<file path="config.mk">
export PLATFORM = sky130hd
export DESIGN_NAME = dc_port_monitor
export DESIGN_NICKNAME = d
export VERILOG_FILES = /design/src/rtl/dc_port_monitor.sv
export SDC_FILE = /design/constraint.sdc
export NUM_CORES = 1
export LEC_CHECK = 0
export BUFFER_PORTS_ARGS = -buffer_cell sky130_fd_sc_hd__buf_4
export CAP_MARGIN = 20
export CORE_MARGIN = 1
export CORE_UTILIZATION = 50
export CTS_BUF_LIST = sky130_fd_sc_hd__clkbuf_8
export DETAILED_ROUTE_END_ITERATION = 12
export GPL_TIMING_DRIVEN = 0
export PLACE_DENSITY = 0.7
export SETUP_SLACK_MARGIN = 0.3
export SLEW_MARGIN = 5
export SYNTH_ARGS = -nofsm -noshare
export SYNTH_HDL_FRONTEND = slang
export SYNTH_SLANG_ARGS = --single-unit
</file>
<file path="constraint.sdc">
create_clock -name clk -period 9 [get_ports clk]
set_input_delay 0.9 -clock clk [delete_from_list [all_inputs] [get_ports clk]]
set_output_delay 0.9 -clock clk [all_outputs]
set_load 0.01 [all_outputs]
</file>
<file path="src/rtl/dc_port_monitor.sv">
`default_nettype none
// ============================================================================
// Module   : dc_port_monitor
// Brief    : Windowed mean, settle detection and near-zero (short) flag for
//            the digitised load node of a DC port pair.
// Revision : 1.0
// ============================================================================
module dc_port_monitor #(
    parameter int DATA_W         = 12,
    parameter int LOG2_AVG       = 4,
    parameter int TOL            = 2,
    parameter int SETTLE_WINDOWS = 3,
    parameter int SHORT_LEVEL    = 8
) (
    input  logic              clk,
    input  logic              rst,
    input  logic              start_i,
    input  logic              abort_i,
    input  logic              smp_valid_i,
    input  logic [DATA_W-1:0] smp_data_i,
    output logic              mean_valid_o,
    output logic [DATA_W-1:0] mean_o,
    output logic              settled_o,
    output logic              short_flag_o,
    output logic              busy_o,
    output logic [7:0]        window_cnt_o
);

    localparam int C_ACC_W  = DATA_W + LOG2_AVG;
    localparam int C_DIFF_W = DATA_W + 1;
    localparam int C_STB_W  = $clog2(SETTLE_WINDOWS + 1);
    localparam logic [C_DIFF_W-1:0] C_TOL    = C_DIFF_W'(TOL);
    localparam logic [C_DIFF_W-1:0] C_SHORT  = C_DIFF_W'(SHORT_LEVEL);
    localparam logic [C_STB_W-1:0]  C_SETTLE = C_STB_W'(SETTLE_WINDOWS);

    typedef enum logic [1:0] {
        S_IDLE    = 2'd0,
        S_ACCUM   = 2'd1,
        S_SETTLED = 2'd2
    } state_t;

    state_t                state_q, state_d;
    logic [C_ACC_W-1:0]    acc_q, acc_d;
    logic [LOG2_AVG-1:0]   cnt_q, cnt_d;
    logic [C_STB_W-1:0]    stable_q, stable_d;
    logic [DATA_W-1:0]     mean_q, mean_d;
    logic [DATA_W-1:0]     prev_q, prev_d;
    logic                  have_prev_q, have_prev_d;
    logic                  mean_valid_q, mean_valid_d;
    logic                  settled_q, settled_d;
    logic                  short_q, short_d;
    logic [7:0]            wcnt_q, wcnt_d;

    logic [C_ACC_W-1:0]    w_sum;
    logic [DATA_W-1:0]     w_win_mean;
    logic [C_DIFF_W-1:0]   w_diff;
    logic [C_DIFF_W-1:0]   w_abs_diff;
    logic [C_DIFF_W-1:0]   w_mean_ext;
    logic [C_DIFF_W-1:0]   w_abs_mean;
    logic                  w_done;
    logic [C_STB_W-1:0]    w_stable_next;

    // Upper bits of the sum are the floor-shifted mean; the sum itself never overflows.
    assign w_sum      = acc_q + {{LOG2_AVG{smp_data_i[DATA_W-1]}}, smp_data_i};
    assign w_win_mean = w_sum[C_ACC_W-1:LOG2_AVG];
    assign w_done     = smp_valid_i && (cnt_q == {LOG2_AVG{1'b1}});
    assign w_mean_ext = {w_win_mean[DATA_W-1], w_win_mean};
    assign w_diff     = w_mean_ext - {prev_q[DATA_W-1], prev_q};
    assign w_abs_diff = w_diff[C_DIFF_W-1] ? (~w_diff + 1'b1) : w_diff;
    assign w_abs_mean = w_mean_ext[C_DIFF_W-1] ? (~w_mean_ext + 1'b1) : w_mean_ext;

    always_comb begin
        w_stable_next = stable_q;
        if (have_prev_q) begin
            w_stable_next = (w_abs_diff <= C_TOL) ? stable_q + 1'b1 : '0;
        end
    end

    always_comb begin
        state_d      = state_q;
        acc_d        = acc_q;
        cnt_d        = cnt_q;
        stable_d     = stable_q;
        mean_d       = mean_q;
        prev_d       = prev_q;
        have_prev_d  = have_prev_q;
        mean_valid_d = 1'b0;
        settled_d    = settled_q;
        short_d      = short_q;
        wcnt_d       = wcnt_q;
        if (abort_i) begin
            state_d   = S_IDLE;
            acc_d     = '0;
            cnt_d     = '0;
            settled_d = 1'b0;
        end else begin
            case (state_q)
                S_IDLE, S_SETTLED: begin
                    if (start_i) begin
                        state_d     = S_ACCUM;
                        acc_d       = '0;
                        cnt_d       = '0;
                        stable_d    = '0;
                        wcnt_d      = '0;
                        settled_d   = 1'b0;
                        short_d     = 1'b0;
                        have_prev_d = 1'b0;
                    end
                end
                S_ACCUM: begin
                    if (w_done) begin
                        acc_d        = '0;
                        cnt_d        = '0;
                        mean_d       = w_win_mean;
                        mean_valid_d = 1'b1;
                        prev_d       = w_win_mean;
                        have_prev_d  = 1'b1;
                        stable_d     = w_stable_next;
                        if (wcnt_q != 8'hFF) begin
                            wcnt_d = wcnt_q + 8'd1;
                        end
                        if (w_abs_mean < C_SHORT) begin
                            short_d = 1'b1;
                        end
                        if (w_stable_next == C_SETTLE) begin
                            settled_d = 1'b1;
                            state_d   = S_SETTLED;
                        end
                    end else if (smp_valid_i) begin
                        acc_d = w_sum;
                        cnt_d = cnt_q + 1'b1;
                    end
                end
                default: state_d = S_IDLE;
            endcase
        end
    end

    always_ff @(posedge clk) begin
        if (rst) begin
            state_q      <= S_IDLE;
            acc_q        <= '0;
            cnt_q        <= '0;
            stable_q     <= '0;
            mean_q       <= '0;
            prev_q       <= '0;
            have_prev_q  <= 1'b0;
            mean_valid_q <= 1'b0;
            settled_q    <= 1'b0;
            short_q      <= 1'b0;
            wcnt_q       <= '0;
        end else begin
            state_q      <= state_d;
            acc_q        <= acc_d;
            cnt_q        <= cnt_d;
            stable_q     <= stable_d;
            mean_q       <= mean_d;
            prev_q       <= prev_d;
            have_prev_q  <= have_prev_d;
            mean_valid_q <= mean_valid_d;
            settled_q    <= settled_d;
            short_q      <= short_d;
            wcnt_q       <= wcnt_d;
        end
    end

    assign mean_valid_o = mean_valid_q;
    assign mean_o       = mean_q;
    assign settled_o    = settled_q;
    assign short_flag_o = short_q;
    assign busy_o       = (state_q == S_ACCUM);
    assign window_cnt_o = wcnt_q;

endmodule
`default_nettype wire

</file>
==> results of run 1 <==
[worst max-delay path, stage by stage]
cell and delay [ns]:
buf_4 0.08, ha_1 0.17, inv_1 0.06, fa_1 0.41, nor2b_1 0.19, o31ai_2 0.13
a21oi_1 0.23, a21oi_1 0.12, xnor2_1 0.50, ha_1 0.35, buf_6 0.15, a21o_1 0.19
a22o_1 0.26, o41a_1 0.44, xnor2_2 0.20, mux2i_1 0.25, o2bb2ai_2 0.18, nand4b_4 0.14
a211oi_2 0.29, o211a_1 0.16
[sequential cells by signal, summed over array words and instances (netlist names)]
register	flops
stable_q	2
cnt_q	4
window_cnt_o	8
prev_q	12
settled_o	1
state_q	2
acc_q	16
short_flag_o	1
have_prev_q	1
mean_valid_o	1
[report_power, final]
group | total, uW | switching (uW) | internal [uW]
sequential | 214 | 0.563 | 213
clock | 140 | 76.9 | 63.0
combinational | 121 | 72.0 | 48.7
[Yosys cell counts, types with 3 or more instances]
cell      count  area share
o21bai_1      3      0.0061
mux2i_1       3      0.0081
nand2_1      44       0.045
nand3b_1      3      0.0061
o21ai_1       4      0.0054
o211ai_1      4      0.0081
a22oi_1      15       0.030
dfxtp_1      48        0.26
o21a_1        4      0.0081
nor2b_1       4      0.0068
o22ai_1       3      0.0051
nand3_1       7      0.0095
inv_1        27       0.027
or2_2         3      0.0051
and4_1        4      0.0095
or3_1         3      0.0051
nor3_1        5      0.0068
xor2_1       11       0.026
a211oi_1      4      0.0081
a21oi_1      39       0.053
nor2_1       53       0.054
xnor2_1      18       0.043
o21ai_0      18       0.024
a21o_1        3      0.0061
and3_1        6       0.010
nand2b_1      9       0.015
nand4_1       8       0.014
ha_1         29       0.098
clkbuf_1     10       0.010
[worst paths after layout]
path,cells after the start,to,slack (ns)
min,2,prev_q[4],0.48
max reg2reg,19,settled_o,4.17
min reg2reg,2,prev_q[4],0.48
max,20,settled_o,3.84
[cell type report]
type / count / share of cell area
multi-input cells: 368 / 0.610
flip-flops and latches: 48 / 0.228
repair buffers: 40 / 0.0713
well taps: 96 / 0.0285
inverters: 28 / 0.0249
clock buffers: 6 / 0.0196
plain buffers: 13 / 0.0140
clock inverters: 2 / 0.00327
[kinds of logic (layout without fill, tap and decap cells)]
logic type / after synthesis / after routing / synth area share
AND/OR/NAND/NOR: 163 / 163 / 0.220
flip-flops: 48 / 48 / 0.260
buffers and inverters: 41 / 89 / 0.0443
adder cells (fa/ha/maj): 31 / 31 / 0.109
multiplexers: 6 / 6 / 0.0183
XOR/XNOR: 30 / 30 / 0.0731
AO/OA/AOI/OAI: 138 / 138 / 0.275
[metrics by stage]
step / std cells / total power, uW / cell area [sq um] / hold slack [ns]
after floorplan: 457 / 311 / 3700 / 0.461
after global placement: 593 / 336 / 4120 / 0.457
after detailed placement: 593 / 338 / 4120 / 0.469
after CTS: 601 / 477 / 4210 / 0.483
after global routing: 601 / 500 / 4210 / 0.517
final: 601 / 474 / 4210 / 0.479
[layer usage]
| layer | up-vias | GRT usage | part of all wire |
|---|---|---|---|
| met4 | 0 | 0.0417 | 0.0052 |
| met5 | - | 0 | 0 |
| met2 | 89 | 0.411 | 0.46 |
| met3 | 9 | 0.0434 | 0.055 |
| li1 | 1756 | - | - |
| met1 | 1577 | 0.331 | 0.48 |
==> run metrics, run 1 <==
Async S/R FF share, synth 0; DRC errors left 0; Crit path arrival time 5.42 ns; Nets 552; port bufs 40; WS Path Type input port to flop; power density cells 113 nW/um^2; number of synthesized flops with an enable pin 0; wire length per cell 14.4 um; via count 3431; Crit. Startpoint smp_data_i[0]; DR vias/cell 5.71; worst skew pair latency 0.31 ns; initial antenna violation count 0; launch point of the worst reg-to-reg path acc_q[0]; sequential share of the synthesized area 0.260; Cell variety after synth 80; Fillers 678; Warnings, synthesis 0; status complete, no violations; vias in the first global route 3242; crit share post-route 0.573; DR iter-0 viols 192; Tmin final 5.16 ns; largest net degree at the start of global routing 16; count of state elements after synthesis 48; DRT Pass-1 Iters 4; CTS Sinks 48; maxcap violations 0; clk slew on worst S/H paths 0.10 ns; post-CTS sizing 0; final wirelength 8.67 mm; Storage cell area 961 sq um; Worst setup EP type flop; Post-CTS Hold Fix Bufs 0; slew margin rel. 0.577; HP Start prev_q[4]; Pleak 0.00166 uW; peak supply drop 0.0983 mV; CORE AREA 6980 sq um; clk root buf clkbuf_8; commonest cells after routing, fill and taps aside 53 x nor2_1, 48 x dfxtp_1, 44 x nand2_1; Antenna diodes 0; actual slew at the worst max-slew pin 0.629 ns; Routed Antenna Nets 0; num rows 30; GRT Util Overall 0.244; RSZ-0062 raised after global routing no; final core utilization 0.604; Initial Util 0.530; Die Span Y 88.0 um; CP startpoint kind input port; post-synthesis net count 505; Die Wd 88.0 um; Crit path required time 9.26 ns; leading cell type in the layout, fill and taps excluded nor2_1; die area 7740 sq um; Hold Vio Cnt, Final 0; Area Overhead vs Synth 14.0%; I/O pins 41; Top FF cell, synth dfxtp_1; final setup fails 0; fin. max-slew vios 0; area of the multi-input gates 2570 sq um; Mapped Area 3700 sq um; CTS Buf Count 5; GP Congestion 0.905; H-tree levels 2; DP HPWL 6.83 mm; maximum clock rate 0.194 GHz; first-pass GRT wire length 15.1 mm; Remaining Overflow, GRT 0; Post-CTS Setup Repair Bufs 0; Syn Inst Count 457; clock skew 0.00972 ns; TritonCTS clock tree done; dpl ws 3.55 ns; fraction of layout cells with a size suffix above 1 0.158; setup tns final 0 ns; Crit Path Max Fanout 10; hold crit path type flop to flop; Max clock buf depth 2; final worst slack 3.84 ns; syn avg cell area 8.09 sq um
No activity file was read; power rests on OpenSTA's default activity.
==> inputs of run 2 (changes only) <==
Settings changed: PLACE_DENSITY 0.7 to 0.72.
Clock period 9 ns to 4.6 ns, I/O delays scaled along.
==> run metrics, run 2 (same netlist as run 1, synthesis figures left out) <==
initial antenna violation count 0 (unchanged); power density cells 233 nW/um^2 (+110%); CTS Buf Count 5 (unchanged); vias in the first global route 3374 (+4.1%); hold crit path type input port to flop; final wirelength 9.69 mm (+12%); Area Overhead vs Synth 25.1%; final setup fails 0 (unchanged); Antenna diodes 0 (unchanged); dpl ws -0.241 ns (-3.80 ns); RSZ-0062 raised after global routing yes; commonest cells after routing, fill and taps aside 53 x buf_4, 52 x nor2_1, 47 x dfxtp_1; Hold Vio Cnt, Final 0 (unchanged); CORE AREA 6980 sq um (unchanged); CP startpoint kind flop; slew margin rel. 0.595 (+0.0172); largest net degree at the start of global routing 17 (+1); DP HPWL 6.96 mm (+2.0%); status complete, no violations; Hold WS 0.450 ns (-0.0296 ns); Die Wd 88.0 um (unchanged); Initial Util 0.530 (unchanged); Crit-path slowest cell o41a_1; Crit Path Max Fanout 5 (-5); Remaining Overflow, GRT 0 (unchanged); wire length per cell 15.8 um (+9.4%); worst skew pair latency 0.31 ns (about the same); Fillers 615 (-9.3%); WS Path Type flop to flop; GRT Util Overall 0.261 (+0.0164); via count 3571 (+4.1%); num rows 30 (unchanged); first-pass GRT wire length 15.7 mm (+4.2%); Crit path required time 4.86 ns (-4.40 ns); clk slew on worst S/H paths 0.10 ns (about the same); clock skew 0.00775 ns (-0.00197 ns); fraction of layout cells with a size suffix above 1 0.259 (+0.100); DRC errors left 0 (unchanged); leading cell type in the layout, fill and taps excluded buf_4; actual slew at the worst max-slew pin 0.606 ns (-0.0236 ns); peak supply drop 0.194 mV (+98%); maximum clock rate 0.233 GHz; maxcap violations 0 (unchanged); final core utilization 0.663 (+0.0591); cell chain of the critical path ha_4, inv_2, fa_2, nor2b_4, o31ai_4, a21oi_2, a21oi_2, xnor2_2, ha_1, buf_6, a21o_1, a22o_1, o41a_1, xnor2_2, mux2i_1, o2bb2ai_2, nand4b_4, a211oi_4, o211a_1; Tmin final 4.29 ns; Die Span Y 88.0 um (unchanged); Pleak 0.00184 uW (+11%); I/O pins 41 (unchanged); Worst setup EP type flop; Max clock buf depth 2 (unchanged); final non-filler cell total 614 (+2.2%); fin. max-slew vios 0 (unchanged); final worst slack 0.309 ns (-3.53 ns); Nets 565 (+2.4%); largest register by flop count acc_q; crit share post-route 0.933; CTS Sinks 48 (unchanged); TritonCTS clock tree done; die area 7740 sq um (unchanged); port bufs 40 (unchanged); Routed Antenna Nets 0 (unchanged); DR iter-0 viols 273 (+42%); largest stage delay on the critical path 0.43 ns (-0.07 ns); Largest register FFs 16 (unchanged); H-tree levels 2 (unchanged); clk root buf clkbuf_8; flop-to-flop setup slack 0.31 ns (-3.86 ns); DRT Pass-1 Iters 5 (+1); Placed Instances 593 (unchanged); Post-CTS Hold Fix Bufs 0 (unchanged); Crit path arrival time 4.55 ns (-0.87 ns); GP Congestion 0.861 (-4.9%); DR vias/cell 5.82 (+1.9%)
==> run 2: path summary, 6_finish.rpt <==
check,cells past startpoint,startpoint,end
worst max-delay path,19,acc_q[0],settled_o
worst min-delay path,3,abort_i,state_q[1]
worst max register to register,19,acc_q[0],settled_o
worst min register to register,2,prev_q[4],prev_q[4]
==> run 2: through the flow <==
stage                     TNS (ns)  power (uW)  instance area, sq um
final                            0        1080                  4630
after global routing             0        1120                  4630
after CTS                        0        1060                  4410
after detailed placement    -0.777         664                  4130
after global placement      -0.573         659                  4130
after floorplan                  0         609                  3710
==> run 2: routing by layer <==
metal | up-vias | track usage | part of all wire
met4 | 0 | 0.0611 | 0.012
met1 | 1692 | 0.334 | 0.44
met5 | - | 0 | 0
li1 | 1778 | - | -
met2 | 91 | 0.447 | 0.49
met3 | 10 | 0.0575 | 0.051
==> run 2: repair_timing <==
action | 4_1_cts | 5_1_grt
resized for setup | 20 | 34
buffers inserted | 6 | 7
endpoints found under the setup margin | 5 | 5
pin swaps | 9 | 18
gates cloned | 0 | 0
==> run 2: final cells by class <==
cell class | instances | area (sq um) | area share
plain buffers | 13 | 58.8 | 0.0127
clock buffers | 5 | 68.8 | 0.0149
clock inverters | 3 | 68.8 | 0.0149
flip-flops and latches | 48 | 962 | 0.208
inverters | 28 | 105 | 0.0227
well taps | 96 | 120 | 0.0260
repair buffers | 53 | 398 | 0.0860
multi-input cells | 368 | 2850 | 0.615
==> run 2: worst max-delay path: cells and delay by family (launching register included) <==
family / cells / cell delay (ns)
simple gates: 2 / 0.31
buf+inv: 2 / 0.17
xor+xnor: 2 / 0.39
fa+ha+maj: 3 / 0.85
mux: 1 / 0.26
flops: 1 / 0.36
compound gates: 9 / 1.90
==> run 2: where the power goes <==
group / leakage [uW] / internal [uW] / switching, uW
logic: 0.00139 / 119 / 161
clock network: 0.0000687 / 219 / 160
registers: 0.000387 / 417 / 1.13
==> inputs of run 3 (changes only) <==
Settings changed: CORE_UTILIZATION 50 to 46, PLACE_DENSITY 0.72 to 0.68.
==> run metrics, run 3 (same netlist as run 1, synthesis figures left out) <==
DP HPWL 7.02 mm (+0.82%); DRT Pass-1 Iters 4 (-1); initial antenna violation count 0 (unchanged); DR vias/cell 5.69 (-2.2%); Max clock buf depth 2 (unchanged); wire length per cell 15.3 um (-3.1%); CORE AREA 7770 sq um (+11%); fraction of layout cells with a size suffix above 1 0.275 (+0.0166); first-pass GRT wire length 15.3 mm (-2.7%); Fillers 717 (+17%); largest net degree at the start of global routing 16 (-1); peak supply drop 0.160 mV (-18%); largest register by flop count acc_q; CTS Buf Count 5 (unchanged); setup tns final 0 ns (unchanged); clk slew on worst S/H paths 0.09 ns (about the same); Crit path required time 4.86 ns (about the same); worst skew pair latency 0.30 ns (about the same); Tmin final 4.23 ns (-0.0581 ns); Routed Antenna Nets 0 (unchanged); CP startpoint kind flop; H-tree levels 2 (unchanged); crit share post-route 0.920 (-0.0126); dpl ws -0.299 ns (-0.0577 ns); CTS Sinks 48 (unchanged); Hold WS 0.442 ns (-0.00810 ns); I/O pins 41 (unchanged); Hold Vio Cnt, Final 0 (unchanged); leading cell type in the layout, fill and taps excluded buf_4; power density cells 210 nW/um^2 (-9.9%); maximum clock rate 0.236 GHz (+1.4%); Area Overhead vs Synth 25.7%; clk root buf clkbuf_8; Storage cell area 962 sq um (unchanged); final wirelength 9.56 mm (-1.4%); Die Wd 91.7 um (+4.2%); vias in the first global route 3279 (-2.8%); fin. max-slew vios 0 (unchanged); commonest cells after routing, fill and taps aside 58 x buf_4, 52 x nor2_1, 47 x dfxtp_1; GP Congestion 0.875 (+1.7%); Nets 570 (+0.88%); die area 8400 sq um (+8.5%); slew margin rel. 0.593 (-0.00186); Post-CTS Hold Fix Bufs 0 (unchanged); hold crit path type input port to flop; via count 3556 (-0.42%); Crit Path Max Fanout 5 (unchanged); Remaining Overflow, GRT 0 (unchanged); num rows 32 (+6.7%); TritonCTS clock tree done; GRT Util Overall 0.222 (-0.0386); Antenna diodes 0 (unchanged); Initial Util 0.476 (-0.0536); actual slew at the worst max-slew pin 0.608 ns (+0.00278 ns); RSZ-0062 raised after global routing yes; DRC errors left 0 (unchanged); DR iter-0 viols 110 (-60%); Largest register FFs 16 (unchanged); final worst slack 0.367 ns (+0.0581 ns); status complete, no violations; WS Path Type flop to flop; area of the multi-input gates 2860 sq um (+0.62%); maxcap violations 0 (unchanged); Pleak 0.00185 uW (+0.21%); Crit path arrival time 4.49 ns (-0.06 ns); clock skew 0.00462 ns (-0.00313 ns); port bufs 40 (unchanged); final setup fails 0 (unchanged); Die Span Y 91.7 um (+4.2%); Worst setup EP type flop
==> run 3: changes by cell type in the layout (fill, tap and decap cells not counted), sizes merged <==
cell	previous run	this run
clkinv	1	2
bufinv	2	0
buf	55	61
==> run 3: final cells by class <==
class | instances | area share
clock inverter | 2 | 0.00296
sequential | 48 | 0.207
timing repair buffer | 58 | 0.0937
inverter | 28 | 0.0226
multi-input combinational | 368 | 0.616
tap | 102 | 0.0275
buffer | 13 | 0.0127
clock buffer | 6 | 0.0178
==> run 3: path summary, 6_finish.rpt <==
| check | from | to | slack (ns) | cells after the start |
|---|---|---|---|---|
| min | rst | state_q[0] | 0.44 | 3 |
| max reg2reg | acc_q[0] | settled_o | 0.37 | 19 |
| min reg2reg | prev_q[6] | prev_q[6] | 0.48 | 2 |
| max | acc_q[0] | settled_o | 0.37 | 19 |
==> run 3: metrics by stage <==
stage                     instance area, sq um  total power (uW)  utilization  cells
after floorplan                           3710               609            -    457
after global placement                    4140               661        0.532    599
after detailed placement                  4140               666        0.532    599
after CTS                                 4390               954        0.565    614
after global routing                      4650              1020        0.598    625
final                                     4650               975        0.598    625
==> run 3: critical path: stages (launching register included) <==
cell and delay [ns]:
dfxtp_2 0.35, ha_4 0.16, inv_2 0.05, fa_2 0.23, nor2b_4 0.05, o31ai_4 0.34, a21oi_2 0.12, a21oi_2 0.18
xnor2_2 0.16, ha_1 0.28, buf_6 0.13, a21o_1 0.19, a22o_1 0.27, o41a_1 0.48, xnor2_2 0.21, mux2i_1 0.25
o2bb2ai_2 0.17, nand4b_4 0.12, a211oi_2 0.26, o211a_1 0.17
==> run 3: layer usage <==
| metal | part of all wire | global-route usage | up-vias |
|---|---|---|---|
| li1 | - | - | 1796 |
| met5 | 0 | 0 | - |
| met2 | 0.51 | 0.400 | 40 |
| met4 | 0.012 | 0.0569 | 0 |
| met3 | 0.023 | 0.0282 | 9 |
| met1 | 0.45 | 0.279 | 1711 |
==> run 3: timing repair <==
item                       4_1_cts  5_1_grt
setup buffers                    7       11
resized for setup               22       38
setup endpoints to repair        5        5
gates cloned                     0        0
pin swaps                       12       23
==> run 3: power breakdown <==
group          leakage [uW]  internal, uW  switching [uW]
Clock             0.0000516           123             148
Combinational       0.00141           124             162
Sequential         0.000387           417            1.18
Total               0.00185           664             311
